===== config.mk =====
export PLATFORM = sky130hd
export DESIGN_NAME = wav_synth_mc
export DESIGN_NICKNAME = d
export VERILOG_FILES = /design/src/rtl/wav_synth_mc.sv
export SDC_FILE = /design/constraint.sdc
export NUM_CORES = 2
export LEC_CHECK = 0
export ABC_AREA = 0
export CELL_PAD_IN_SITES_DETAIL_PLACEMENT = 0
export CELL_PAD_IN_SITES_GLOBAL_PLACEMENT = 1
export CORE_MARGIN = 5
export CORE_UTILIZATION = 53
export DETAILED_ROUTE_END_ITERATION = 6
export MAX_ROUTING_LAYER = met4
export PLACE_DENSITY_LB_ADDON = 0.08
export SLEW_MARGIN = 25
export SYNTH_ARGS = -nofsm -noshare
export SYNTH_HDL_FRONTEND = slang
export SYNTH_SLANG_ARGS = --single-unit

===== constraint.sdc =====
create_clock -name clk -period 7.2 [get_ports clk]
set_input_delay 1.44 -clock clk [delete_from_list [all_inputs] [get_ports clk]]
set_output_delay 1.44 -clock clk [all_outputs]
set_load 0.01 [all_outputs]

===== src/rtl/wav_synth_mc.sv =====
// Multi-channel wavetable generator: per-channel wave RAM, phase accumulator and volume, one shared
// multiplier walked across channels per tick and mixed into snd_out. Optional envelope under WSM_ENV_EN.
module wav_synth_mc #(
  parameter int NUM_CH = 4,
  parameter int WAV_AW = 5,
  parameter int WAV_DW = 6,
  parameter int FREQ_W = 12,
  parameter int ACC_W  = 18,
  parameter int OUT_W  = WAV_DW + 6 + 2
) (
  input  logic             clk,
  input  logic             map_rst,
  input  logic             tick,
  input  logic             reg_we,
  input  logic [8:0]       reg_addr,
  input  logic [7:0]       reg_wdat,
  output logic [7:0]       reg_rdat,
  output logic [OUT_W-1:0] snd_out,
  output logic             snd_vld,
  output logic             busy
);
  localparam int CH_W   = (NUM_CH > 1) ? $clog2(NUM_CH) : 1;
  localparam int RAM_AW = CH_W + WAV_AW;

  typedef enum logic [1:0] {S_IDLE, S_RUN, S_DRAIN} state_t;

  logic [WAV_DW-1:0] wav_mem [NUM_CH << WAV_AW];

  state_t            state_q, state_d;
  logic [CH_W-1:0]   ch_q, ch_d;
  logic              busy_q, busy_d, snd_vld_q, snd_vld_d, ovr_q, ovr_d;
  logic [1:0]        mvol_q, mvol_d;
  logic [OUT_W-1:0]  snd_out_q, snd_out_d, sum_q, sum_d, prod_q, prod_d;
  logic [NUM_CH-1:0] halt_q, halt_d;
  logic [FREQ_W-1:0] freq_q [NUM_CH];
  logic [FREQ_W-1:0] freq_d [NUM_CH];
  logic [5:0]        vol_q [NUM_CH];
  logic [5:0]        vol_d [NUM_CH];
  logic [ACC_W-1:0]  acc_q [NUM_CH];
  logic [ACC_W-1:0]  acc_d [NUM_CH];
`ifdef WSM_ENV_EN
  logic [7:0]        env_ctrl_q [NUM_CH];
  logic [7:0]        env_ctrl_d [NUM_CH];
  logic [7:0]        env_per_q [NUM_CH];
  logic [7:0]        env_per_d [NUM_CH];
  logic [7:0]        env_cnt_q [NUM_CH];
  logic [7:0]        env_cnt_d [NUM_CH];
`endif

  logic              wav_we;
  logic [WAV_DW-1:0] run_samp;
  logic [5:0]        run_vol;
  logic [4:0]        reg_ch;
  logic [2:0]        reg_off;
  logic [7-WAV_AW:0] wav_ch;

  assign reg_ch  = reg_addr[7:3];
  assign reg_off = reg_addr[2:0];
  assign wav_ch  = reg_addr[7:WAV_AW];
  assign run_samp = wav_mem[{ch_q, acc_q[ch_q][ACC_W-1 -: WAV_AW]}];
  assign run_vol  = (vol_q[ch_q] > 6'd32) ? 6'd32 : vol_q[ch_q];

  always_comb begin
    state_d   = state_q;
    ch_d      = ch_q;
    busy_d    = busy_q;
    snd_vld_d = 1'b0;
    snd_out_d = snd_out_q;
    sum_d     = sum_q;
    prod_d    = '0;
    ovr_d     = ovr_q;
    mvol_d    = mvol_q;
    halt_d    = halt_q;
    wav_we    = 1'b0;
    for (int c = 0; c < NUM_CH; c++) begin
      freq_d[c] = freq_q[c];
      vol_d[c]  = vol_q[c];
      acc_d[c]  = acc_q[c];
`ifdef WSM_ENV_EN
      env_ctrl_d[c] = env_ctrl_q[c];
      env_per_d[c]  = env_per_q[c];
      env_cnt_d[c]  = env_cnt_q[c];
      if (tick && env_per_q[c] != 8'd0) begin
        if (env_cnt_q[c] == 8'd0) begin
          env_cnt_d[c] = env_per_q[c];
          if (!env_ctrl_q[c][7]) begin
            if (env_ctrl_q[c][6]) begin
              if (vol_q[c] < 6'd32) vol_d[c] = vol_q[c] + 6'd1;
            end else if (vol_q[c] != 6'd0) begin
              vol_d[c] = vol_q[c] - 6'd1;
            end
          end
        end else begin
          env_cnt_d[c] = env_cnt_q[c] - 8'd1;
        end
      end
`endif
    end

    case (state_q)
      S_IDLE: if (tick) begin
        state_d = S_RUN;
        ch_d    = '0;
        busy_d  = 1'b1;
      end
      S_RUN: begin
        // the previous channel's product lands in the sum while this one is multiplied
        sum_d = sum_q + prod_q;
        if (!halt_q[ch_q]) begin
          prod_d       = OUT_W'(run_samp) * OUT_W'(run_vol);
          acc_d[ch_q]  = acc_q[ch_q] + ACC_W'(freq_q[ch_q]);
        end
        if (int'(ch_q) == NUM_CH - 1) state_d = S_DRAIN;
        else                          ch_d    = ch_q + 1'b1;
      end
      S_DRAIN: begin
        snd_out_d = (sum_q + prod_q) >> mvol_q;
        snd_vld_d = 1'b1;
        busy_d    = 1'b0;
        sum_d     = '0;
        state_d   = S_IDLE;
      end
      default: state_d = S_IDLE;
    endcase

    if (reg_we) begin
      if (!reg_addr[8]) begin
        for (int c = 0; c < NUM_CH; c++)
          if (int'(wav_ch) == c && halt_q[c]) wav_we = 1'b1;
      end else if (reg_addr == 9'h1F0) begin
        mvol_d = reg_wdat[1:0];
        ovr_d  = 1'b0;
      end else begin
        for (int c = 0; c < NUM_CH; c++) begin
          if (reg_ch == 5'(c)) begin
            case (reg_off)
              3'd0: freq_d[c][7:0] = reg_wdat;
              3'd1: begin
                freq_d[c][FREQ_W-1:8] = reg_wdat[FREQ_W-9:0];
                halt_d[c] = reg_wdat[7];
                if (reg_wdat[7]) acc_d[c] = '0;
              end
              3'd2: vol_d[c] = reg_wdat[5:0];
`ifdef WSM_ENV_EN
              3'd3: begin
                env_ctrl_d[c] = reg_wdat;
                if (reg_wdat[7]) vol_d[c] = reg_wdat[5:0];
              end
              3'd4: begin
                env_per_d[c] = reg_wdat;
                env_cnt_d[c] = reg_wdat;
              end
`endif
              default: ;
            endcase
          end
        end
      end
    end
    if (tick && state_q != S_IDLE) ovr_d = 1'b1;
  end

  always_ff @(posedge clk) begin
    if (map_rst) begin
      state_q   <= S_IDLE;
      ch_q      <= '0;
      busy_q    <= 1'b0;
      snd_vld_q <= 1'b0;
      snd_out_q <= '0;
      sum_q     <= '0;
      prod_q    <= '0;
      ovr_q     <= 1'b0;
      mvol_q    <= '0;
      halt_q    <= '1;
      for (int c = 0; c < NUM_CH; c++) begin
        freq_q[c] <= '0;
        vol_q[c]  <= '0;
        acc_q[c]  <= '0;
`ifdef WSM_ENV_EN
        env_ctrl_q[c] <= '0;
        env_per_q[c]  <= '0;
        env_cnt_q[c]  <= '0;
`endif
      end
    end else begin
      state_q   <= state_d;
      ch_q      <= ch_d;
      busy_q    <= busy_d;
      snd_vld_q <= snd_vld_d;
      snd_out_q <= snd_out_d;
      sum_q     <= sum_d;
      prod_q    <= prod_d;
      ovr_q     <= ovr_d;
      mvol_q    <= mvol_d;
      halt_q    <= halt_d;
      for (int c = 0; c < NUM_CH; c++) begin
        freq_q[c] <= freq_d[c];
        vol_q[c]  <= vol_d[c];
        acc_q[c]  <= acc_d[c];
`ifdef WSM_ENV_EN
        env_ctrl_q[c] <= env_ctrl_d[c];
        env_per_q[c]  <= env_per_d[c];
        env_cnt_q[c]  <= env_cnt_d[c];
`endif
      end
    end
  end

  // wave RAM keeps its contents across reset; the sequencer reads it asynchronously so it sees pre-write data
  always_ff @(posedge clk) begin
    if (wav_we) wav_mem[reg_addr[RAM_AW-1:0]] <= reg_wdat[WAV_DW-1:0];
  end

  always_comb begin
    reg_rdat = 8'h00;
    if (!reg_addr[8]) begin
      if (int'(wav_ch) < NUM_CH) reg_rdat = 8'(wav_mem[reg_addr[RAM_AW-1:0]]);
    end else if (reg_addr == 9'h1F0) begin
      reg_rdat = {ovr_q, 5'b0, mvol_q};
    end else begin
      for (int c = 0; c < NUM_CH; c++) begin
        if (reg_ch == 5'(c)) begin
          case (reg_off)
            3'd0: reg_rdat = freq_q[c][7:0];
            3'd1: reg_rdat = {halt_q[c], 3'b0, freq_q[c][FREQ_W-1:8]};
            3'd2: reg_rdat = {2'b0, vol_q[c]};
`ifdef WSM_ENV_EN
            3'd3: reg_rdat = env_ctrl_q[c];
            3'd4: reg_rdat = env_per_q[c];
`endif
            3'd5: reg_rdat = 8'(acc_q[c][ACC_W-1 -: WAV_AW]);
            default: ;
          endcase
        end
      end
    end
  end

  assign snd_out = snd_out_q;
  assign snd_vld = snd_vld_q;
  assign busy    = busy_q;
endmodule

**Word-level counts from Yosys, hierarchy flattened**

Memory sizes are Yosys's and may differ from the RTL's. A register that Yosys moved wholly into a read port is not among the register bits.
Cells that the tools add are included.

- Shift operators: 1
- Reductions and logical operators: 28
- Muxes and demuxes: 103
- Order comparisons: 5
- Bitwise operators: 15
- Multipliers: 1
- Divide/modulo/power cells: 0
- Equal/unequal tests: 16
- Add/subtract/negate cells: 3

Operator list:

| cell | count |
|---|---|
| two-way mux 72 bit | 5 |
| two-way mux 18 bit | 17 |
| two-way mux 48 bit | 3 |
| one-hot mux 8 bit (4 select lines) | 4 |
| two-way mux 12 bit | 8 |
| two-way mux 6 bit | 14 |
| two-way mux 8 bit | 10 |
| bitwise mux 72 bit | 1 |
| two-way mux 24 bit | 3 |
| demux 18 bit (select 2 bit) | 1 |
| one-hot mux 14 bit (2 select lines) | 1 |
| two-way mux 2 bit | 10 |
| AND reduction 5 bit | 4 |
| adder 18 x 12 -> 18 bit | 1 |
| two-way mux 1 bit | 18 |
| two-way mux 4 bit | 4 |
| adder 14 bit | 1 |
| nonzero test 2 bit | 7 |
| right shift 14 x 2 -> 14 bit | 1 |
| multiplier 6 x 6 -> 12 bit | 1 |
| bitwise OR 1 bit | 12 |
| == test 5 x 2 -> 1 bit, second input constant | 2 |
| == test 3 bit, second input constant | 3 |
| == test 9 bit, second input constant | 1 |
| other kinds (25) | 40 |

- Latch bits: 0
- Bits in writable memories: 912
- Word-level logic and storage cells: 190
- Register bits after elaboration: 55
- Memories: 4
- Bits in read-only memories: 0

Memories:

| memory | words | bits a word | read ports | clocked after Yosys merged registers in | write ports | RTL line | text |
|---|---|---|---|---|---|---|---|
| wav_mem | 128 | 6 | 2 | 0 | 1 | 27 | `logic [WAV_DW-1:0] wav_mem [NUM_CH << WAV_AW];` |
| acc_q | 4 | 18 | 5 | 1 | 4 | 39 | `logic [ACC_W-1:0] acc_q [NUM_CH];` |
| freq_q | 4 | 12 | 5 | 1 | 4 | 35 | `logic [FREQ_W-1:0] freq_q [NUM_CH];` |
| vol_q | 4 | 6 | 5 | 1 | 4 | 37 | `logic [5:0] vol_q [NUM_CH];` |

**Depth between registers and ports, before layout**

- Depth after elaboration: 15
- Gate-level depth with buffers: 26

**Worst setup path before layout**

Ideal clock, no wire load.

- Path type: reg2reg
- From: register with a tool-made name
- To: register prod_q[11]
- Data required time: 7.128 ns
- Setup time: 0.072 ns
- Arrival time: 5.243 ns
- Cell stages (with the launch flop): 24
- Setup slack: 1.886 ns
- Period minus slack after synthesis: 5.314 ns
- Path through: dfxtp_1 buf_6 mux4_2 buf_6 buf_6 buf_6 buf_6 mux2i_1 a32oi_1 nand3_1 a2111oi_2 o21ai_1 fa_1 fa_1 fa_1 inv_1 ha_1 a21o_1 a21oi_1 o21bai_1 a21oi_1 o21bai_1 a21oi_1 mux2i_1

RTL lines:

| item | RTL line | text |
|---|---|---|
| end signal, assigned | 192 | `prod_q <= prod_d;` |
| end, declared | 33 | `logic [OUT_W-1:0] snd_out_q, snd_out_d, sum_q, sum_d, prod_q, prod_d;` |

**Final worst setup path**

- From: input reg_addr[6]
- To: output reg_rdat[4]

- Cells in the longest elaborated chain, start to end: 10
- Elaborated cells on any way between the ends: 17
- Classes of those cells: 1 x order compare; 4 x eq/ne; 10 x mux; 1 x reduce/logical; 1 x memory

RTL lines:

| item | RTL line | text |
|---|---|---|
| start, declared | 15 | `input logic [8:0] reg_addr,` |
| zero test 5 bit | 222 | `if (reg_ch == 5'(c)) begin` |
| two-way mux 8 bit | 222 |  |
| one-hot mux 8 bit (4 select lines) | 223 | `case (reg_off)` |
| two-way mux 8 bit | 222 |  |
| one-hot mux 8 bit (4 select lines) | 223 |  |
| two-way mux 8 bit | 222 |  |
| one-hot mux 8 bit (4 select lines) | 223 |  |
| two-way mux 8 bit | 222 |  |
| two-way mux 8 bit | 218 | `end else if (reg_addr == 9'h1F0) begin` |
| two-way mux 8 bit (*) | 216 | `if (!reg_addr[8]) begin` |
| end, declared | 17 | `output logic [7:0] reg_rdat,` |

Every way passes the cells marked *; elsewhere a longest branch is shown, timed or not.

==> results.json <==
{
  "cts-root-buf": "clkbuf_16",
  "relSlewSlack_pct": 25.3,
  "die_width_um": 314,
  "path_class": "in2out",
  "p_per_area_mw_per_mm2": 225,
  "drt-total-wl_um": 183000,
  "cp_cell_sequence": "clkdlybuf4s50_1, nor2b_1, nand2_1, a31oi_1, nor3_1, o221ai_1, nor4_1, buf_4, o21ai_0, clkdlybuf4s50_1",
  "cts-resized-gates": 0,
  "yosysTopAreaCellShare_pct": 47.0,
  "fin_ws_ns": 0.0216,
  "netlist_area_mm2": 0.0491,
  "swShare_pct": 23.2,
  "fp.dieH_um": 314,
  "p_leak_nw": 18.0,
  "synth_warnings": 0,
  "p_comb_share_pct": 6.2,
  "synthAdderAreaFrac_pct": 2.08,
  "synth_xor_area_share_pct": 0.446,
  "first_pass_iters": 6,
  "route.antenna.remaining_nets": 0,
  "synth_compound_area_share_pct": 13.0,
  "cts_setup_buffers": 0,
  "num_rows": 111,
  "avgSynthCellArea_um2": 12.1,
  "num_io_pins": 45,
  "antenna_found_initial": 5,
  "finClkSkew_ns": 0.0433,
  "synth_nets": 4163,
  "synth_area_leaders": "edfxtp_1, mux2i_1, dfxtp_1",
  "die_area_mm2": 0.0988,
  "ctsHoldBuffers": 0,
  "cp-start-kind": "input pin",
  "hpwl_um": 124000,
  "clockPowerShare_pct": 45.0,
  "place.gp.congestion": 0.995,
  "cts.clk_slew.worst_paths_ns": 0.06,
  "clock_sinks": 967,
  "fin_nets": 4214,
  "overflow": 0,
  "finalSetupTns_ns": 0,
  "grt_pass1_wl_um": 260000,
  "slowest_stage": "clkdlybuf4s50_1",
  "period_needed_ns": 7.18,
  "status": "completed",
  "synth.area.mux_share_pct": 15.8,
  "clk_latency_ns": 0.73,
  "synth-async-reset-ratio_pct": 0,
  "synth_top_family_by_area": "multiplexers",
  "drc": 0,
  "start_util_pct": 53.5,
  "worstMarginPinSlew_ns": 1.11,
  "synth-edff-count": 768,
  "htree_levels": 3,
  "setup_viol": 0,
  "max_stage_delay_ns": 0.86,
  "hp-class": "reg2reg",
  "synth_cells": 4072,
  "vias": 37600,
  "first_iter_violations": 5958,
  "yosysTopAreaCell": "edfxtp_1",
  "grt_pass1_vias": 35700,
  "layout-drive-gt1-share_pct": 15.0,
  "wl_per_cell_um": 33.5,
  "grt_usage_pct": 37.3,
  "coreArea_mm2": 0.0918,
  "required_ns": 5.76,
  "hold_viol": 0,
  "worstSetupEndpointType": "output pin",
  "cts_buffer_depth": 3,
  "max_freq_mhz": 139,
  "syn_to_final_growth_pct": 12.1,
  "p_int_mw": 9.50,
  "portBuffers": 44,
  "crit_path_max_fanout": 12,
  "cts_buffers": 104,
  "critPathArrivalTime_ns": 5.74,
  "grt_max_degree": 106,
  "pre_cts_slack_ns": 0.342,
  "yosys.area_share.simple_pct": 10.3,
  "ir_drop_mv": 0.209,
  "ys_types": 93,
  "vias_per_cell": 6.88,
  "crit_top_cell": "clkdlybuf4s50_1",
  "synth_ff_type": "edfxtp_1",
  "cap_violations": 0,
  "p_seq_share_pct": 48.7,
  "cts_tree": "built",
  "seq_area_frac_synth_pct": 55.1,
  "p_sw_mw": 2.88,
  "rsz0062_at_grt": "false",
  "finalCritPeriodShare_pct": 99.7,
  "maxSlewViolCount": 0,
  "ys_ff_latch": 967
}
-- worst paths after layout --
path                            slack [ns]  cells past startpoint        start          end
worst max-delay path                  0.02                     10  reg_addr[6]  reg_rdat[4]
worst min-delay path                  0.45                      2  acc_q[2][4]  acc_q[2][4]
worst max register to register        0.40                     20         flop   prod_q[11]
worst min register to register        0.45                      2  acc_q[2][4]  acc_q[2][4]
-- synthesized netlist by cell type, types with 19 or more instances --
cell      instances
a22oi_1         159
nand2_1         492
nor2b_1          32
a32oi_1          29
dfxtp_1         199
and2_1           42
fa_1             19
edfxtp_1        768
inv_1            49
a31oi_1          43
a221o_1          22
a221oi_1         91
mux2i_1         458
nor3_1           31
clkbuf_1        153
a22o_1           25
nor2_1          303
buf_1            41
mux2_2          108
buf_6            20
nand4_1          32
o22ai_1          26
a21oi_1         167
o21ai_0          83
and3_1           20
a211oi_1         22
ha_1             51
buf_2            70
mux4_2           84
nand3_1         107
-- cells in the final DEF, fill, tap and decap left out, types with 20 or more instances in the layout --
cell type | Yosys | routed
edfxtp_1 | 768 | 768
nand2_1 | 492 | 486
mux2i_1 | 458 | 458
nor2_1 | 303 | 300
dfxtp_1 | 199 | 197
buf_4 | 16 | 190
a21oi_1 | 167 | 167
a22oi_1 | 159 | 159
mux2_2 | 108 | 107
nand3_1 | 107 | 107
clkbuf_16 | 0 | 105
a221oi_1 | 91 | 91
o21ai_0 | 83 | 83
mux4_2 | 84 | 82
ha_1 | 51 | 51
inv_1 | 49 | 47
a31oi_1 | 43 | 42
and2_1 | 42 | 41
clkdlybuf4s50_1 | 0 | 33
nand4_1 | 32 | 32
nor3_1 | 31 | 30
a32oi_1 | 29 | 29
nor2b_1 | 32 | 26
o22ai_1 | 26 | 26
a22o_1 | 25 | 25
clkbuf_1 | 153 | 24
a211oi_1 | 22 | 22
a221o_1 | 22 | 22
clkinv_2 | 0 | 20
-- sequential cells by signal, indices dropped and copies added, names as in the netlist, named ones only --
name / count
busy: 1
snd_vld: 1
ovr_q: 1
wav_mem: 768
state_q: 2
snd_out: 14
ch_q: 2
acc_q: 72
vol_q: 24
mvol_q: 2
prod_q: 12
sum_q: 14
freq_q: 48
halt_q: 4
-- cells by family after synthesis --
| group | Yosys count |
|---|---|
| simple gates | 1134 |
| flops | 967 |
| compound gates | 871 |
| mux | 653 |
| buf+inv | 352 |
| fa+ha+maj | 70 |
| xor+xnor | 25 |
-- critical path: cells and delay by family --
kind / cells / cell delay, ns
AND/OR/NAND/NOR: 4 / 1.49
buffers and inverters: 3 / 1.67
AO/OA/AOI/OAI: 3 / 1.12
-- cell type report --
class                   instances  area (um^2)
multi-input cells            2753        20500
clock inverters                61          703
well taps                    1243         1560
fillers                      7411        36800
diodes                          5         12.5
repair buffers                246         2180
clock buffers                 135         2800
inverters                      51          191
flip-flops and latches        967        27000
-- power groups by stage --
stage	Sequential, mW	Combinational, mW	Clock, mW
3_3_place_gp	6.15	0.734	0
6_report	6.03	0.771	5.57
2_1_floorplan	6.15	0.345	0
5_1_grt	6.03	0.780	5.84
4_1_cts	6.03	0.740	5.59
3_5_place_dp	6.15	0.738	0
-- metrics by stage --
| step | instance area [um^2] | cells | utilization (%) | hold slack (ns) | total power [mW] |
|---|---|---|---|---|---|
| final | 55000 | 5461 | 59.9 | 0.452 | 12.4 |
| after global routing | 55000 | 5461 | 59.9 | 0.474 | 12.6 |
| after CTS | 55000 | 5456 | 59.9 | 0.453 | 12.4 |
| after detailed placement | 51500 | 5260 | 56.1 | 0.445 | 6.89 |
| after global placement | 51400 | 5259 | 56.0 | 0.439 | 6.89 |
| after floorplan | 49100 | 4072 | - | 0.433 | 6.49 |
-- layer usage --
metal  track usage [%]  wire length (um)  vias up  share of wire [%]
li1                  -                 -    15900                  -
met1              49.1             70300    18700                 38
met2              55.8             81600     2511                 45
met3              8.69             20900      521                 11
met4              16.2             10200        0                5.6
met5                 -                 0        -                  0
Power figures use the tool's default switching activity.
